[src/rtl/mem_arbiter_pkg.sv]
// Shared definitions for the unified-memory arbiter: read-owner tags and
// the chip-enable encodings driven onto mem_ce.
package mem_arbiter_pkg;

  // Owner of the read whose data returns in the following cycle
  typedef enum logic [1:0] {
    OWN_NONE = 2'b00,
    OWN_INST = 2'b01,
    OWN_DATA = 2'b10
  } owner_e;

  localparam logic CHIP_ENABLE  = 1'b1;
  localparam logic CHIP_DISABLE = 1'b0;

endpackage

[src/rtl/mem_arbiter_if.sv]
// Bus bundle for mem_arbiter: fetch request/return, data request/return and
// the single synchronous memory port. The arbiter uses the slave modport;
// the surrounding pipeline/memory (or a bench) uses the master modport.
interface mem_arbiter_if #(
  parameter int ADDR_W = 32,
  parameter int DATA_W = 32
) ();

  // Fetch side
  logic              ice;
  logic [ADDR_W-1:0] iaddr;
  logic [DATA_W-1:0] inst;
  logic              inst_valid;
  logic              stall_if;

  // Data side
  logic              dce;
  logic [3:0]        dwe;
  logic [ADDR_W-1:0] daddr;
  logic [DATA_W-1:0] din;
  logic [DATA_W-1:0] dout;
  logic              dout_valid;
  logic              stall_mem;

  // Memory port
  logic              mem_ce;
  logic [3:0]        mem_we;
  logic [ADDR_W-1:0] mem_addr;
  logic [DATA_W-1:0] mem_wdata;
  logic [DATA_W-1:0] mem_rdata;

  modport slave (
    input  ice, iaddr, dce, dwe, daddr, din, mem_rdata,
    output inst, inst_valid, stall_if, dout, dout_valid, stall_mem,
           mem_ce, mem_we, mem_addr, mem_wdata
  );

  modport master (
    output ice, iaddr, dce, dwe, daddr, din, mem_rdata,
    input  inst, inst_valid, stall_if, dout, dout_valid, stall_mem,
           mem_ce, mem_we, mem_addr, mem_wdata
  );

endinterface

[src/rtl/mem_arbiter_starve_cnt.sv]
// arb_starve_cnt: counts consecutive data grants taken while a fetch is
// waiting and raises force_o once STARVE_MAX is reached, handing the next
// cycle to the fetch. Only instantiated when ARB_STARVE_GUARD_EN is defined.
module arb_starve_cnt #(
  parameter int STARVE_MAX = 4
) (
  input  logic clk_i,
  input  logic rst_i,
  input  logic ice_i,
  input  logic gnt_d_i,
  input  logic gnt_i_i,
  output logic force_o
);

  localparam logic [3:0] CntMax = 4'(STARVE_MAX);

  logic [3:0] cnt_q, cnt_d;

  // Next count: clear once the fetch is served or withdrawn, else saturate up
  always_comb begin
    cnt_d = cnt_q;
    if (gnt_i_i || !ice_i) begin
      cnt_d = '0;
    end else if (gnt_d_i && (cnt_q != CntMax)) begin
      cnt_d = cnt_q + 4'd1;
    end
  end

  // Counter register
  always_ff @(posedge clk_i) begin
    if (rst_i) begin
      cnt_q <= '0;
    end else begin
      cnt_q <= cnt_d;
    end
  end

  assign force_o = (cnt_q == CntMax);

endmodule

[src/rtl/mem_arbiter.sv]
// mem_arbiter: shares one synchronous single-port memory (1-cycle read
// latency) between instruction fetch and the MEM stage. Data wins by
// default; the read owner is tagged for one cycle so returning data is
// steered to inst or dout with a matching valid.
// Optional macro ARB_STARVE_GUARD_EN adds a starvation guard that forces a
// fetch grant after STARVE_MAX consecutive data grants against a pending fetch.
module mem_arbiter
  import mem_arbiter_pkg::*;
#(
  parameter int ADDR_W     = 32,
  parameter int DATA_W     = 32,
  parameter int STARVE_MAX = 4
) (
  input  logic           cpu_clk_50M,
  input  logic           cpu_rst,
  mem_arbiter_if.slave   bus
);

  logic   gnt_d, gnt_i, force_i;
  logic   inst_vld, dout_vld;
  owner_e rd_owner_q, rd_owner_d;

  // Grants are masked while in reset so the memory sees no access
  assign gnt_d = !cpu_rst && bus.dce && !force_i;
  assign gnt_i = !cpu_rst && bus.ice && !gnt_d;

`ifdef ARB_STARVE_GUARD_EN
  arb_starve_cnt #(
    .STARVE_MAX (STARVE_MAX)
  ) u_starve_cnt (
    .clk_i   (cpu_clk_50M),
    .rst_i   (cpu_rst),
    .ice_i   (bus.ice),
    .gnt_d_i (gnt_d),
    .gnt_i_i (gnt_i),
    .force_o (force_i)
  );
`else
  logic unused_starve;
  assign force_i       = 1'b0;
  assign unused_starve = ^STARVE_MAX;
`endif

  // Memory port mux: granted requester drives the port, idle port is all-zero
  always_comb begin
    bus.mem_ce    = CHIP_DISABLE;
    bus.mem_we    = '0;
    bus.mem_addr  = '0;
    bus.mem_wdata = '0;
    if (gnt_d) begin
      bus.mem_ce    = CHIP_ENABLE;
      bus.mem_we    = bus.dwe;
      bus.mem_addr  = bus.daddr;
      bus.mem_wdata = bus.din;
    end else if (gnt_i) begin
      bus.mem_ce    = CHIP_ENABLE;
      bus.mem_addr  = bus.iaddr;
    end
  end

  // Owner of this cycle's read; stores need no return so they tag NONE
  always_comb begin
    rd_owner_d = OWN_NONE;
    if (gnt_i) begin
      rd_owner_d = OWN_INST;
    end else if (gnt_d && (bus.dwe == 4'b0000)) begin
      rd_owner_d = OWN_DATA;
    end
  end

  // Owner tag register, one deep to match the memory read latency
  always_ff @(posedge cpu_clk_50M) begin
    if (cpu_rst) begin
      rd_owner_q <= OWN_NONE;
    end else begin
      rd_owner_q <= rd_owner_d;
    end
  end

  // Reset also suppresses a valid from a read granted the cycle before
  assign inst_vld = !cpu_rst && (rd_owner_q == OWN_INST);
  assign dout_vld = !cpu_rst && (rd_owner_q == OWN_DATA);

  assign bus.inst_valid = inst_vld;
  assign bus.inst       = inst_vld ? bus.mem_rdata : '0;
  assign bus.dout_valid = dout_vld;
  assign bus.dout       = dout_vld ? bus.mem_rdata : '0;

  assign bus.stall_if  = !cpu_rst && bus.ice && !gnt_i;
  assign bus.stall_mem = !cpu_rst && bus.dce && !gnt_d;

endmodule

[src/flat_wrapper.sv]
// flat-port wrapper written by rule: the top's interface ports become plain ports
module mem_arbiter_flat import mem_arbiter_pkg::*;
#(
  parameter int ADDR_W     = 32,
  parameter int DATA_W     = 32,
  parameter int STARVE_MAX = 4
)
  (cpu_clk_50M, cpu_rst, bus_ice, bus_iaddr, bus_dce, bus_dwe, bus_daddr, bus_din, bus_mem_rdata, bus_inst, bus_inst_valid, bus_stall_if, bus_dout, bus_dout_valid, bus_stall_mem, bus_mem_ce, bus_mem_we, bus_mem_addr, bus_mem_wdata);
  mem_arbiter_if #(.ADDR_W(ADDR_W), .DATA_W(DATA_W)) bus_i ();
  input  logic cpu_clk_50M;
  input  logic cpu_rst;
  input wire logic [$bits(bus_i.ice)-1:0] bus_ice;
  input wire logic [$bits(bus_i.iaddr)-1:0] bus_iaddr;
  input wire logic [$bits(bus_i.dce)-1:0] bus_dce;
  input wire logic [$bits(bus_i.dwe)-1:0] bus_dwe;
  input wire logic [$bits(bus_i.daddr)-1:0] bus_daddr;
  input wire logic [$bits(bus_i.din)-1:0] bus_din;
  input wire logic [$bits(bus_i.mem_rdata)-1:0] bus_mem_rdata;
  output wire logic [$bits(bus_i.inst)-1:0] bus_inst;
  output wire logic [$bits(bus_i.inst_valid)-1:0] bus_inst_valid;
  output wire logic [$bits(bus_i.stall_if)-1:0] bus_stall_if;
  output wire logic [$bits(bus_i.dout)-1:0] bus_dout;
  output wire logic [$bits(bus_i.dout_valid)-1:0] bus_dout_valid;
  output wire logic [$bits(bus_i.stall_mem)-1:0] bus_stall_mem;
  output wire logic [$bits(bus_i.mem_ce)-1:0] bus_mem_ce;
  output wire logic [$bits(bus_i.mem_we)-1:0] bus_mem_we;
  output wire logic [$bits(bus_i.mem_addr)-1:0] bus_mem_addr;
  output wire logic [$bits(bus_i.mem_wdata)-1:0] bus_mem_wdata;
  assign bus_i.ice = bus_ice;
  assign bus_i.iaddr = bus_iaddr;
  assign bus_i.dce = bus_dce;
  assign bus_i.dwe = bus_dwe;
  assign bus_i.daddr = bus_daddr;
  assign bus_i.din = bus_din;
  assign bus_i.mem_rdata = bus_mem_rdata;
  assign bus_inst = bus_i.inst;
  assign bus_inst_valid = bus_i.inst_valid;
  assign bus_stall_if = bus_i.stall_if;
  assign bus_dout = bus_i.dout;
  assign bus_dout_valid = bus_i.dout_valid;
  assign bus_stall_mem = bus_i.stall_mem;
  assign bus_mem_ce = bus_i.mem_ce;
  assign bus_mem_we = bus_i.mem_we;
  assign bus_mem_addr = bus_i.mem_addr;
  assign bus_mem_wdata = bus_i.mem_wdata;
  mem_arbiter #(.ADDR_W(ADDR_W), .DATA_W(DATA_W), .STARVE_MAX(STARVE_MAX)) u_core (.cpu_clk_50M(cpu_clk_50M), .cpu_rst(cpu_rst), .bus(bus_i));
endmodule
[config.mk]
export PLATFORM = sky130hd
export DESIGN_NAME = mem_arbiter_flat
export DESIGN_NICKNAME = d
export VERILOG_FILES = /design/src/rtl/mem_arbiter_pkg.sv /design/src/rtl/mem_arbiter_if.sv /design/src/rtl/mem_arbiter_starve_cnt.sv /design/src/rtl/mem_arbiter.sv /design/src/flat_wrapper.sv
export SDC_FILE = /design/constraint.sdc
export NUM_CORES = 1
export LEC_CHECK = 0
export BUFFER_PORTS_ARGS = -buffer_cell sky130_fd_sc_hd__buf_2
export CAP_MARGIN = 20
export CORE_AREA = 2 2 107 109
export CTS_BUF_LIST = sky130_fd_sc_hd__clkbuf_16
export CTS_CLUSTER_DIAMETER = 100
export DETAILED_ROUTE_END_ITERATION = 7
export DIE_AREA = 0 0 109 111
export HOLD_SLACK_MARGIN = 0.1
export SKIP_LAST_GASP = 1
export SLEW_MARGIN = 20
export SYNTH_ARGS = -nofsm -noshare
export SYNTH_HDL_FRONTEND = slang
export SYNTH_HIERARCHICAL = 1
export SYNTH_SLANG_ARGS = --single-unit
[constraint.sdc]
create_clock -name cpu_clk_50M -period 1.1 [get_ports cpu_clk_50M]
set_input_delay 0.22 -clock cpu_clk_50M [delete_from_list [all_inputs] [get_ports cpu_clk_50M]]
set_output_delay 0.22 -clock cpu_clk_50M [all_outputs]
set_load 0.03 [all_outputs]
== Word level (Yosys, flattened, before mapping) ==
Index checks and enable logic that the tools add are counted.

* Muxes and demuxes: 10
* Reduce and logical (&&, ||, !) cells: 12
* Equal/unequal tests: 2

{| class="wikitable"
|+ Operators with widths
! kind !! count
|-
| $mux W32 || 5
|-
| $logic_and A1 B1 Y1 || 7
|-
| $logic_not A4 Y1 || 1
|-
| $mux W4 || 1
|-
| $logic_not A1 Y1 || 3
|-
| $mux W1 || 3
|-
| $eq A2 B1 Y1 const B || 1
|-
| $eq A2 B2 Y1 const B || 1
|-
| $mux W2 || 1
|-
| $reduce_or A2 Y1 || 1
|}

* Word-level logic and storage cells: 26
* Input bits: 136
* Register bits after elaboration: 2
* Output and inout port bits: 137

== Depth between registers and ports, before layout ==
Gate-level depths: netlist of run 1.

* Depth in word-level cells: 6
* Gate-level depth with buffers: 4
* Mapped depth without buffers: 2

== Worst setup path before layout of run 1 ==
Ideal clock, no wire load.

* Path kind: flip-flop to output port
* Start: reg u_core.rd_owner_q[1]
* End: out bus_dout[22]
* Slack: -0.299 ns
* Cell stages (with the launch flop): 4
* Data arrival time: 1.179 ns
* Required time: 0.880 ns
* Cell sequence: dfxtp_1 nor3b_2 buf_2 and2_1

* Word-level cells in the longest chain between the ends: 3

{| class="wikitable"
|+ Ends and longest elaborated chain
! item !! RTL line !! source
|-
| start, declared || mem_arbiter.sv:21 || <nowiki>owner_e rd_owner_q, rd_owner_d;</nowiki>
|-
| start signal, assigned || mem_arbiter.sv:76 || <nowiki>rd_owner_q <= rd_owner_d;</nowiki>
|-
| $eq A2 B2 Y1 || mem_arbiter.sv:82 || <nowiki>assign dout_vld = !cpu_rst && (rd_owner_q == OWN_DATA);</nowiki>
|-
| $logic_and A1 B1 Y1 || mem_arbiter.sv:82 ||
|-
| named net bus_dout_valid || flat_wrapper.sv:23 || <nowiki>output wire logic [$bits(bus_i.dout_valid)-1:0] bus_dout_valid;</nowiki>
|-
| $mux W32 || mem_arbiter.sv:87 || <nowiki>assign bus.dout = dout_vld ? bus.mem_rdata : '0;</nowiki>
|-
| end, declared || flat_wrapper.sv:22 || <nowiki>output wire logic [$bits(bus_i.dout)-1:0] bus_dout;</nowiki>
|}

The timed path passes the listed nets, and every way through them passes these cells.

== Worst setup path after layout of run 1 ==
* Start: reg u_core.rd_owner_q[1]
* End: out bus_dout[6]

* Word-level cells in the longest chain between the ends: 3

{| class="wikitable"
|+ Ends and longest elaborated chain
! item !! RTL line
|-
| $eq A2 B2 Y1 || mem_arbiter.sv:82
|-
| $logic_and A1 B1 Y1 || mem_arbiter.sv:82
|-
| $mux W32 || mem_arbiter.sv:87
|}

No other way between the ends.

==> flow_summary_export.csv, run 1 <==
group,metric,value,unit
power,cellLeakagePower,0.00242,uW
die,die-height,111,microns
logic_synthesis,synth.distinct_cells,13,
final_layout,register_area,42.5,sq um
clock_network,cts_num_sinks,2,
worst_setup_path,startpoint_type,"register",
timing,finalSetupViolations,135,
detailed_routing,drt-initial-drc-count,89,
worst_setup_path,endpoint_kind,"primary output",
final_layout,fin_util,38.7,%
detailed_routing,wl_met3,776,microns
detailed_routing,met2_length,5160,microns
die,chipWidth,109,microns
timing,final_hold_viol_count,0,
timing,period_needed,1560,ps
detailed_routing,remaining_drc_errors,0,
worst_setup_path,cp.required,880,ps
global_route,grt_start_max_net_pins,36,
power,total_power,2120,uW
worst_setup_path,crit_path_frequent_cell,"buf_6",
final_layout,final_nets,593,
logic_synthesis,synth_area,1160,sq um
detailed_routing,wl_met1,3320,microns
outcome,violations,"negative setup slack",
detailed_routing,wire_per_inst,15.6,microns
logic_synthesis,syn_inst,167,
global_route,antenna_found_initial,0,
global_route,grt_util_all_layers,13.7,%
global_route,grt_overflow,0,
timing,drv_slew,0,
logic_synthesis,synth-seq-area-share,3.44,%
power,switching_share,37.4,%
min_path,hold_class,"input port to register",
clock_network,cts_buffers,3,
placed_design,io_buffer_count,271,
final_layout,top_register,"u_core/rd_owner_q",
final_layout,syn2layout_area_growth,268,%
clock_network,cts_max_level,1,
die,pin_count,273,
flow_run,max_cap_viol_count,0,
logic_synthesis,ys_seq_elements,2,
worst_setup_path,cp_slowest_stage_delay,340,ps
timing,max_freq,643,MHz
placed_design,gp_congestion,0.708,
detailed_routing,vias_per_cell,4.16,
die,die_area,12100,sq um
power,p_int,1330,uW
detailed_routing,wirelength,9350,microns
final_layout,reg_top3,"u_core/rd_owner_q: 2 flops",
logic_synthesis,avgSynthCellArea,6.98,sq um
worst_setup_path,cp_max_fo,8,
final_layout,largest_register_ffs,2,
logic_synthesis,yosysWarnings,6,
global_route,grt_pass1_wl,13100,microns
placed_design,place_area,2990,sq um
final_layout,design_area,4290,sq um
final_layout,final_cells,598,
worst_setup_path,crit_type,"register to primary output",
detailed_routing,top_layer_used,"met4",
die,placementRows,39,
power,p_sw,792,uW
timing,period_share,141,%
power,pwr-share-clk,25.7,%
clock_network,clockBufferDepth,2,
worst_setup_path,cp_slowest_cell,"dfxtp_2",
detailed_routing,vias,2485,
final_layout,fill_cells,1075,
timing,rsz0062_at_grt,"yes",
detailed_routing,ant_nets,0,
logic_synthesis,synth_nets,303,
outcome,status,"finished with violations",
power,seq_power_share,3.6,%
die,start_util,10.5,%
final_layout,insertedDiodeCount,0,
detailed_routing,drt_pass1_iterations,4,
worst_setup_path,worstPathArrival,1340,ps
power,ir_drop,0.000294,V
power,power_frac_comb,70.7,%
power,power.density,494,nW/um^2
timing,setup_ws,-455,ps
clock_network,cts_tree,"done",
clock_network,clkTransAtPathRegs,30,ps
global_route,grt_pass1_vias,2599,
die,coreArea,11100,sq um
placed_design,dp_cells,567,
final_layout,drive_above_1_share,98.9,%
final_layout,multi_input_comb_area,1340,sq um
clock_network,holdBufCountCts,0,
placed_design,dpl.hpwl,5840,microns
worst_setup_path,cp_cell_sequence,"nor3b_4 > buf_6 > clkbuf_16 > and2_4 > buf_6",
clock_network,root_buffer,"clkbuf_16",
-- path summary, 6_finish.rpt --
kind / start / to / slack [ps] / cells past startpoint
max: u_core/rd_owner_q[1] / bus_dout[6] / -460 / 5
min: bus_dwe[2] / u_core/rd_owner_q[1] / 340 / 3
-- routing by layer --
| layer | up-vias | GRT usage [%] |
|---|---|---|
| li1 | 1164 | - |
| met1 | 1152 | 14.5 |
| met2 | 161 | 27.3 |
| met3 | 8 | 1.70 |
| met4 | 0 | 3.59 |
| met5 | - | 0 |
-- cells by family after synthesis --
| group | Yosys count | synth area share, % |
|---|---|---|
| and+or+nand+nor | 110 | 59.7 |
| AOI/OAI and AO/OA | 32 | 27.5 |
| buffers and inverters | 22 | 9.02 |
| DFF | 2 | 3.44 |
| other | 1 | 0.322 |
-- synthesized netlist by cell type --
| library cell | instances | area (sq um) |
|---|---|---|
| dfxtp_1 | 2 | 40.0 |
| nor2_1 | 2 | 7.51 |
| clkbuf_2 | 4 | 20.0 |
| nor2b_1 | 1 | 6.26 |
| nor3b_2 | 2 | 25.0 |
| and2_1 | 103 | 644 |
| a32o_1 | 32 | 320 |
| nor4_1 | 1 | 6.26 |
| buf_2 | 11 | 55.1 |
| nor2_2 | 1 | 6.26 |
| buf_4 | 1 | 7.51 |
| conb_1 | 1 | 3.75 |
| clkbuf_1 | 6 | 22.5 |
-- power by group through the flow --
stage / Clock [uW] / Sequential, uW / Combinational, uW
2_1_floorplan: 0 / 77.9 / 603
3_3_place_gp: 0 / 78.1 / 1020
3_5_place_dp: 0 / 78.1 / 1040
4_1_cts: 555 / 77.2 / 1480
5_1_grt: 560 / 77.4 / 1570
6_report: 545 / 77.2 / 1500
-- critical path, delay by kind of cell (launching register included) --
| kind | cells | cell delay, ps |
|---|---|---|
| and+or+nand+nor | 2 | 360 |
| buffers and inverters | 3 | 410 |
| DFF | 1 | 340 |
-- repair_timing --
action / 4_1_cts / 5_1_grt
resized for setup: 243 / 38
endpoints found under the setup margin: 136 / 136
gates cloned: 11 / 4
buffers inserted: 19 / 1
pin swaps: 60 / 11
-- metrics by stage --
stage	hold WS, ps	setup WS (ps)	TNS (ps)
after global placement	566	-311	-38430
final	339	-455	-45890
after CTS	344	-465	-48000
after detailed placement	567	-338	-42110
after global routing	351	-523	-52490
after floorplan	420	-125	-7020
-- cells in the final DEF (no fill, tap or decap), drive strengths merged --
| master | Yosys | routed |
|---|---|---|
| buf | 12 | 304 |
| clkbuf | 10 | 6 |
| nor4 | 1 | 1 |
| a32o | 32 | 32 |
| nor2 | 3 | 3 |
| dfxtp | 2 | 2 |
| nor3b | 2 | 2 |
| conb | 1 | 1 |
| nor2b | 1 | 1 |
| and2 | 103 | 103 |
-- cell type report --
type / count / area share (%)
repair buffers: 307 / 61.9
multi-input cells: 143 / 31.2
well taps: 143 / 4.17
clock buffers: 3 / 1.75
flip-flops and latches: 2 / 0.992
(Power assumes the default switching activity.)
==> run 2: changes to the inputs <==
Settings changed: PLACE_DENSITY set to 0.45.
Clock period 1.1 ns to 1.4 ns, I/O delays scaled along.
==> run 2 against run 1 <==
Sequential share of layout area hardly changed. First-iteration DRC count is 12% lower. Clock power is 21% lower. Largest power group unchanged. The run still ends with negative setup slack left. Combinational power is 27% lower. Non-clock buffer count is 11 lower. Utilization is 2.6 points lower. Final cell count is 1.8% lower. Flip-flop and latch count stayed put. Highest routed layer unchanged. Hold slack better by 59 ps. Critical path depth is 1 lower. Clock-buffer cell count stayed put. Global-route usage is 3.6 points lower.
==> flow_summary_export.csv, run 2 (synthesis results as in run 1) <==
group,metric,value,unit
outcome,status,"finished with violations",
outcome,violations,"negative setup slack",
placed_design,post-place-ws,-146,ps
power,cellLeakagePower,0.00214,uW
worst_setup_path,cp_slowest_stage_delay,370,ps
die,placementRows,39,
global_route,grt_overflow,0,
power,power.density,397,nW/um^2
final_layout,fin_util,36.1,%
min_path,hold_class,"input port to register",
flow_run,max_cap_viol_count,0,
detailed_routing,wirelength,8630,microns
power,pwr-share-clk,26.9,%
detailed_routing,remaining_drc_errors,0,
timing,setup_ws,-244,ps
timing,period_share,117,%
clock_network,root_buffer,"clkbuf_16",
worst_setup_path,crit_type,"register to primary output",
detailed_routing,drt_pass1_iterations,4,
detailed_routing,vias_per_cell,4.14,
timing,finalSetupViolations,135,
power,power_frac_comb,69.2,%
min_path,whs_path_depth,3,
worst_setup_path,endpoint_kind,"primary output",
worst_setup_path,startpoint_type,"register",
clock_network,cts_max_level,1,
final_layout,largest_register_ffs,2,
placed_design,dpl.hpwl,5690,microns
clock_network,holdBufCountCts,0,
power,ir_drop,0.000185,V
timing,max_freq,608,MHz
die,start_util,10.5,%
detailed_routing,ant_nets,0,
final_layout,final_cell_mix,"buf_2 (164), buf_6 (103), and2_4 (57)",
global_route,antenna_found_initial,0,
placed_design,gp_congestion,0.717,
power,total_power,1590,uW
clock_network,clockBufferDepth,2,
clock_network,cts_tree,"done",
die,chipWidth,109,microns
global_route,grt_pass1_vias,2061,
die,die-height,111,microns
timing,final_hold_viol_count,0,
placed_design,io_buffer_count,271,
worst_setup_path,crit_family,"simple AND/OR/NAND/NOR gates",
clock_network,clkTransAtPathRegs,30,ps
worst_setup_path,timing.critical_path.buf_inv,2,
worst_setup_path,cp_slowest_cell,"dfxtp_1",
worst_setup_path,cp_cell_sequence,"nor3b_4 > buf_12 > and2_2 > buf_2",
die,coreArea,11100,sq um
placed_design,dp_cells,567,
final_layout,final_cells,587,
timing,hold_ws,398,ps
final_layout,drive_above_1_share,85.6,%
clock_network,cts_num_sinks,2,
timing,period_needed,1640,ps
timing,rsz0062_at_grt,"yes",
detailed_routing,drt-initial-drc-count,78,
final_layout,reg_top3,"u_core/rd_owner_q: 2 flops",
die,pin_count,273,
final_layout,syn2layout_area_growth,244,%
detailed_routing,wire_per_inst,14.7,microns
power,switching_share,37.5,%
detailed_routing,vias,2431,
final_layout,layout_commonest_cell,"buf_2",
worst_setup_path,worstPathArrival,1360,ps
power,p_int,995,uW
final_layout,insertedDiodeCount,0,
worst_setup_path,cp_max_fo,33,
die,die_area,12100,sq um
worst_setup_path,crit_cells,4,
global_route,grt_util_all_layers,10.0,%
worst_setup_path,cp.required,1120,ps
power,seq_power_share,3.8,%
global_route,grt_pass1_wl,9680,microns
clock_network,cts_buffers,3,
timing,drv_slew,0,
power,p_sw,596,uW
final_layout,final_nets,582,
global_route,grt_start_max_net_pins,39,
final_layout,top_register,"u_core/rd_owner_q",
run 2: cell count changes in the layout (fill, tap and decap cells not counted), sizes merged:
cell / change
clkbuf: +6
buf: -17
run 2: power by group through the flow:
stage	registers [uW]	logic, uW	clock network, uW
after floorplan	60.3	415	0
after global placement	60.5	771	0
after detailed placement	60.5	774	0
after CTS	59.8	806	438
after global routing	60.8	1150	445
final	60.7	1100	429
run 2: worst min-delay path, delay by kind of cell:
kind / cells / cell delay (ps)
and+or+nand+nor: 2 / 190
buffers and inverters: 1 / 90
run 2: metrics by stage:
step | TNS [ps] | cell area, sq um
4_1_cts | -19170 | 2930
5_1_grt | -24200 | 4000
2_1_floorplan | 0 | 1190
3_5_place_dp | -10320 | 2780
6_report | -16760 | 4000
3_3_place_gp | -9530 | 2780
run 2: layer usage:
layer,global-route usage (%),wire length (microns),up-vias
li1,-,-,1140
met1,9.78,2940,1109
met2,21.2,4810,178
met3,0.823,810,4
met4,2.99,69,0
met5,0,0,-
run 2: worst paths after layout:
check                       startpoint  slack [ps]              endpoint
hold / removal              bus_dwe[1]         400  u_core/rd_owner_q[1]
setup / recovery  u_core/rd_owner_q[1]        -240          bus_dout[23]
run 2: cell type report:
type	count	area [sq um]
Sequential cell	2	41.3
Clock buffer	3	75.1
Tap cell	143	179
Multi-Input combinational cell	143	1210
Fill cell	1083	7070
Timing Repair Buffer	296	2500
run 2: timing repair:
action                                  in CTS  in global routing
pin swaps                                    0                 26
endpoints found under the setup margin     135                135
setup buffers                                0                  6
cloned                                       2                 10
gates resized for setup                      3                386
endpoints found under the hold margin        0                  0
